File: src/rtl/ram_wb_slave_if.sv
// Wishbone B4 bus bundle between a data-bus master and the RAM slave adapter.
interface ram_wb_slave_if;
   logic        cyc_i;
   logic        stb_i;
   logic        we_i;
   logic [31:0] adr_i;
   logic [3:0]  sel_i;
   logic [31:0] dat_i;
   logic [2:0]  cti_i;
   logic [1:0]  bte_i;
   logic [31:0] dat_o;
   logic        ack_o;

   modport master (
      output cyc_i, stb_i, we_i, adr_i, sel_i, dat_i, cti_i, bte_i,
      input  dat_o, ack_o
   );

   modport slave (
      input  cyc_i, stb_i, we_i, adr_i, sel_i, dat_i, cti_i, bte_i,
      output dat_o, ack_o
   );
endinterface

File: src/rtl/ram_wb_slave.sv
// Wishbone B4 slave in front of a single-port RAM with a 1-cycle registered read;
// classic cycles plus linear incrementing read bursts at one word per clock.
//
// state | meaning
// IDLE  | waiting for a request; address goes straight to the RAM
// RD    | classic read data phase, ack with the RAM output register
// WR    | classic write already committed, ack the master
// BURST | streaming reads, cnt = word currently in the RAM output register
module ram_wb_slave #(
   parameter int AW = 12
) (
   input  logic          clk_i,
   input  logic          rst_i,
   ram_wb_slave_if.slave wb,
   output logic          ram_we_o,
   output logic [AW-1:0] ram_adr_o,
   output logic [3:0]    ram_be_o,
   output logic [31:0]   ram_dat_o,
   input  logic [31:0]   ram_dat_i
);

   typedef enum logic [1:0] {
      IDLE  = 2'd0,
      RD    = 2'd1,
      WR    = 2'd2,
      BURST = 2'd3
   } state_t;

   state_t        state;
   logic [AW-1:0] cnt;
   logic [AW-1:0] cnt_nxt;
   logic [AW-1:0] adr_word;
   logic          req;
   logic          burst;
   logic          unused_adr;

   assign req        = wb.cyc_i & wb.stb_i;
   assign adr_word   = wb.adr_i[AW+1:2];
   assign cnt_nxt    = cnt + 1'b1;
   assign burst      = !wb.we_i && (wb.cti_i == 3'b010) && (wb.bte_i == 2'b00);
   assign unused_adr = ^{wb.adr_i[31:AW+2], wb.adr_i[1:0]};

   assign wb.dat_o  = ram_dat_i;
   assign ram_be_o  = wb.sel_i;
   assign ram_dat_o = wb.dat_i;

   always_ff @(posedge clk_i or posedge rst_i) begin
      if (rst_i) begin
         state <= IDLE;
         cnt   <= '0;
      end else begin
         case (state)
            IDLE: begin
               if (req) begin
                  if (wb.we_i) begin
                     state <= WR;
                  end else if (burst) begin
                     state <= BURST;
                     cnt   <= adr_word;
                  end else begin
                     state <= RD;
                  end
               end
            end
            RD, WR: state <= IDLE;
            BURST: begin
               if (!wb.cyc_i) begin
                  state <= IDLE;
               end else if (req) begin
                  cnt <= cnt_nxt;
                  if (wb.cti_i == 3'b111) state <= IDLE;
               end
            end
            default: state <= IDLE;
         endcase
      end
   end

   always_comb begin
      wb.ack_o  = 1'b0;
      ram_we_o  = 1'b0;
      ram_adr_o = adr_word;
      case (state)
         IDLE:   ram_we_o = req & wb.we_i & !rst_i;
         RD, WR: wb.ack_o = req;
         BURST: begin
            wb.ack_o = req;
            // prefetch the next word; during a wait state re-read the held one
            ram_adr_o = wb.stb_i ? cnt_nxt : cnt;
         end
         default: ;
      endcase
   end

endmodule

File: src/flat_wrapper.sv
// flat-port wrapper written by rule: the top's interface ports become plain ports
module ram_wb_slave_flat 
#(
   parameter int AW = 12
)
  (clk_i, rst_i, ram_we_o, ram_adr_o, ram_be_o, ram_dat_o, ram_dat_i, wb_cyc_i, wb_stb_i, wb_we_i, wb_adr_i, wb_sel_i, wb_dat_i, wb_cti_i, wb_bte_i, wb_dat_o, wb_ack_o);
  ram_wb_slave_if wb_i ();
  input  logic clk_i;
  input  logic rst_i;
  output logic ram_we_o;
  output logic [AW-1:0] ram_adr_o;
  output logic [3:0] ram_be_o;
  output logic [31:0] ram_dat_o;
  input  logic [31:0] ram_dat_i;
  input wire logic [$bits(wb_i.cyc_i)-1:0] wb_cyc_i;
  input wire logic [$bits(wb_i.stb_i)-1:0] wb_stb_i;
  input wire logic [$bits(wb_i.we_i)-1:0] wb_we_i;
  input wire logic [$bits(wb_i.adr_i)-1:0] wb_adr_i;
  input wire logic [$bits(wb_i.sel_i)-1:0] wb_sel_i;
  input wire logic [$bits(wb_i.dat_i)-1:0] wb_dat_i;
  input wire logic [$bits(wb_i.cti_i)-1:0] wb_cti_i;
  input wire logic [$bits(wb_i.bte_i)-1:0] wb_bte_i;
  output wire logic [$bits(wb_i.dat_o)-1:0] wb_dat_o;
  output wire logic [$bits(wb_i.ack_o)-1:0] wb_ack_o;
  assign wb_i.cyc_i = wb_cyc_i;
  assign wb_i.stb_i = wb_stb_i;
  assign wb_i.we_i = wb_we_i;
  assign wb_i.adr_i = wb_adr_i;
  assign wb_i.sel_i = wb_sel_i;
  assign wb_i.dat_i = wb_dat_i;
  assign wb_i.cti_i = wb_cti_i;
  assign wb_i.bte_i = wb_bte_i;
  assign wb_dat_o = wb_i.dat_o;
  assign wb_ack_o = wb_i.ack_o;
  ram_wb_slave #(.AW(AW)) u_core (.clk_i(clk_i), .rst_i(rst_i), .wb(wb_i), .ram_we_o(ram_we_o), .ram_adr_o(ram_adr_o), .ram_be_o(ram_be_o), .ram_dat_o(ram_dat_o), .ram_dat_i(ram_dat_i));
endmodule
File: config.mk
export PLATFORM = sky130hd
export DESIGN_NAME = ram_wb_slave_flat
export DESIGN_NICKNAME = d
export VERILOG_FILES = /design/src/rtl/ram_wb_slave_if.sv /design/src/rtl/ram_wb_slave.sv /design/src/flat_wrapper.sv
export SDC_FILE = /design/constraint.sdc
export NUM_CORES = 1
export LEC_CHECK = 0
export CAP_MARGIN = 15
export CELL_PAD_IN_SITES_DETAIL_PLACEMENT = 1
export CELL_PAD_IN_SITES_GLOBAL_PLACEMENT = 1
export CORE_MARGIN = 1
export CORE_UTILIZATION = 20
export DETAILED_ROUTE_END_ITERATION = 7
export PLACE_DENSITY = 0.95
export SYNTH_ARGS = -nofsm -noshare
export SYNTH_HDL_FRONTEND = slang
export SYNTH_SLANG_ARGS = --single-unit
File: constraint.sdc
create_clock -name clk_i -period 3.25 [get_ports clk_i]
set_clock_uncertainty 0.1 [all_clocks]
set_input_delay 0.65 -clock clk_i [delete_from_list [all_inputs] [get_ports clk_i]]
set_output_delay 0.65 -clock clk_i [all_outputs]
set_load 0.05 [all_outputs]
==> summary.md, run 1 <==
| Metric | Value |
|---|---|
| GR Util met2 | `between 15 and 20%` |
| Min Tclk post-route | `approximately 3000 ps` |
| Yosys cell types | `47` |
| Post-Layout Cell Count | `roughly 310` |
| Initial antenna violation count | `0` |
| CTS clk-pin slew, worst paths | `around 60 ps` |
| Worst EP required | `roughly 2500 ps` |
| Area leader, netlist | `buf_4` |
| Initial Util | `between 20% and 30%` |
| Final #Nets | `around 310` |
| Max-slew violation count | `0` |
| Core area | `a little under 9000 um^2` |
| Max_slew headroom | `approximately 56%` |
| WL final | `just under 5000 um` |
| Hold-fix buffers at CTS | `0` |
| Max cap viols | `0` |
| Rows | `34` |
| Syn-to-layout area delta | `9.32%` |
| CP arrival | `2220 ps` |
| # fillers | `1050` |
| Static leakage | `0.730 nW` |
| Vias | `~1500` |
| Slew @ Worst Pin | `653 ps` |
| DRC | `0` |
| Worst-skew pair later-pin latency | `between 200 and 300 ps` |
| DR vias/cell | `about 4.9` |
| Crit-path slowest cell | `clkdlybuf4s50_1` |
| Pwr/cell area | `331 nW/um^2` |
| Final hold viol count | `0` |
| Worst path bufs/invs | `3` |
| Gr ovfl total | `0` |
| Top_reg_cell synth | `dfrtp_1` |
| Setup bufs post-CTS | `0` |
| Worst Setup End Kind | `output port` |
| Hold Crit Depth | `1` |
| Num CTS Buffers | `3` |
| Fmax achieved | `about 340 MHz` |
| Syn Inst Count | `~240` |
| Drt first-iter violations | `74` |
| M3 GR Usage | `slightly above 3%` |
| CTS tree | `done` |
| Post-CTS sizing | `0` |
| Htree depth | `1` |
| Grt peak-use layer | `met2` |
| Detail Route Antenna Nets | `0` |
| Port Buffers | `35` |
| DR pass1 iterations | `4` |
| Synthesized cell area | `1810 um^2` |
| CP max stage delay | `roughly 520 ps` |
| Worst path cell trace | `clkdlybuf4s50_1 -> buf_4 -> nand2_1 -> or3_1 -> a31oi_1 -> buf_12` |
| Fin Setup TNS | `0 ps` |
| Setup-failing EPs final | `0` |
| CP Class | `input port to output port` |
| Global Route Usage Sum | `between 10% and 20%` |
| Root buffer cell | `clkbuf_8` |
| Yosys reg bits | `14` |
| Pin count of the biggest net entering global routing | `19` |
| Drt wl/cell | `15.6 um` |
| CP top delay family | `buffers and inverters` |
| Syn Nets | `346` |
| Worst path depth | `6` |
| Synth top area share | `between 20 and 30%` |
| Worst Hold Class | `flop to flop` |
| Vias in the first global route | `between 1500 and 2000` |
| # IOs | `192` |
| Average cell area after synthesis | `~7.7 um^2` |
| CP Launch Type | `input port` |
| Layout cell share with drive strength beyond 1 | `between 15 and 20%` |
| Async set or reset register ratio after synthesis | `100%` |
| Routability Congestion | `0.866` |
| Number of synthesized flops with an enable pin | `0` |
| Diode count | `0` |
| Seq/Total Area, Yosys | `19.3%` |
| Synth top area cells | `buf_4 (28%), dfrtp_1 (19%), o21ai_0 (3.6%), nand2_1 (3.5%), nand4_1 (3.5%)` |
| Longest Clk Path Bufs | `2` |
| Die height | `97.2 um` |
| Yosys warns | `0` |
| Die area | `between 9000 and 10000 um^2` |
| Critical path fanouts, max | `4` |
| Placed Cells | `306` |
| Status | `finished clean` |
| Clock sinks | `14` |
| Worst r2r path cells | `4` |
| RSZ-0062 raised after global routing | `no` |
| GR Layer Usage met1 | `about an eighth` |
| Estimated wirelength of the detail-placed design | `around 3700 um` |
| Tcrit/Tclk final | `91.4%` |
| Max VDD drop | `around 0.11 mV` |
| DIE WIDTH | `between 90 and 100 um` |
| First-pass GRT wire length | `7830 um` |
-- synth_stat cells (5+ instances only) --
master    count
buf_4        68
xnor2_1       6
buf_2         5
o21ai_0      13
nand3_1      10
clkbuf_1      8
a21oi_1       9
inv_1         5
nand2_1      17
nand4_1      10
dfrtp_1      14
nor2_1       13
-- worst reg2reg max path, cell delays in order, from the launching register on --
cell      delay [ps]
dfrtp_1          440
or4_4            580
nor2_2           180
o21ai_1          120
a222oi_1         380
-- area by class of cell --
| class | count | area, um^2 | share of cell area (%) |
|---|---|---|---|
| Inverter | 5 | 18.8 | 0.948 |
| Sequential cell | 14 | 350 | 17.7 |
| Timing Repair Buffer | 44 | 558 | 28.2 |
| Tap cell | 108 | 135 | 6.82 |
| Clock buffer | 3 | 41.3 | 2.08 |
| Multi-Input combinational cell | 135 | 877 | 44.3 |
-- sequential cells by signal (all words and copies together), names as in the netlist --
register,flops
u_core.state,2
u_core.cnt,12
-- per-stage QoR --
stage,setup WS [ps],utilization (%),instance area (um^2),total power [mW],hold slack (ps)
after floorplan,169,-,1810,0.624,425
after global routing,171,22.6,1980,0.690,516
after CTS,268,22.6,1980,0.661,473
after detailed placement,297,22.1,1940,0.509,472
final,280,22.6,1980,0.656,489
after global placement,265,22.1,1940,0.496,441
-- where the power goes --
group	switching [mW]	internal (mW)
Sequential	0.0615	0.204
Combinational	0.118	0.124
Clock	0.0659	0.0821
Total	0.246	0.410
-- path summary, 6_finish.rpt --
path / slack, ps / endpoint / start
worst max-delay path: 280 / ram_adr_o[11] / wb_stb_i
worst min-delay path: 490 / u_core.cnt[11] / u_core.cnt[11]
worst max register to register: 1330 / u_core.cnt[4] / u_core.state[1]
worst min register to register: 490 / u_core.cnt[11] / u_core.cnt[11]
max in group asynchronous: 1940 / u_core.cnt[3] / rst_i
min in group asynchronous: 710 / u_core.cnt[10] / rst_i
-- routing by layer --
metal	vias to the layer above	share of wire, %
li1	697	-
met1	736	41
met2	60	51
met3	22	6.9
met4	0	1.5
met5	-	0
-- layout by cell type, fill, tap and decap left out, drive strengths merged, types with 2 or more instances in the layout --
cell type      count
buf               23
clkdlybuf4s50     21
nand2             17
o21ai             16
dfrtp             14
nor2              14
nand4             10
nand3             10
a21oi             10
xnor2              6
inv                5
a31oi              4
xor2               4
nor3               4
and2               3
and3               3
nor3b              3
a221oi             3
clkbuf             3
and4               2
o22ai              2
o221a              2
mux2i              2
a211oi             2
a2bb2oi            2
nor4               2
-- cells by family (layout without fill, tap and decap cells) --
kind of cell               Yosys count  count (layout)  share of synthesized area [%]
buffers and inverters               86              52                           32.3
and+or+nand+nor                     73              73                           22.8
AOI/OAI and AO/OA                   49              49                           19.0
DFF                                 14              14                           19.3
xor gates and xnor gates            10              10                           4.83
muxes                                2               2                           1.11
adders and majority gates            1               1                          0.690
(Power assumes the default switching activity.)
==> inputs of run 2 (changes only) <==
--- a/config.mk
+++ b/config.mk
@@ -5,7 +5,8 @@
 export SDC_FILE = /design/constraint.sdc
 export NUM_CORES = 1
 export LEC_CHECK = 0
-export CAP_MARGIN = 15
+export ABC_CLOCK_PERIOD_IN_PS = 3250
+export CAP_MARGIN = 20
 export CELL_PAD_IN_SITES_DETAIL_PLACEMENT = 1
 export CELL_PAD_IN_SITES_GLOBAL_PLACEMENT = 1
 export CORE_MARGIN = 1
==> results of run 2 <==
Final layout, timing and power as in run 1 (identical DEF).
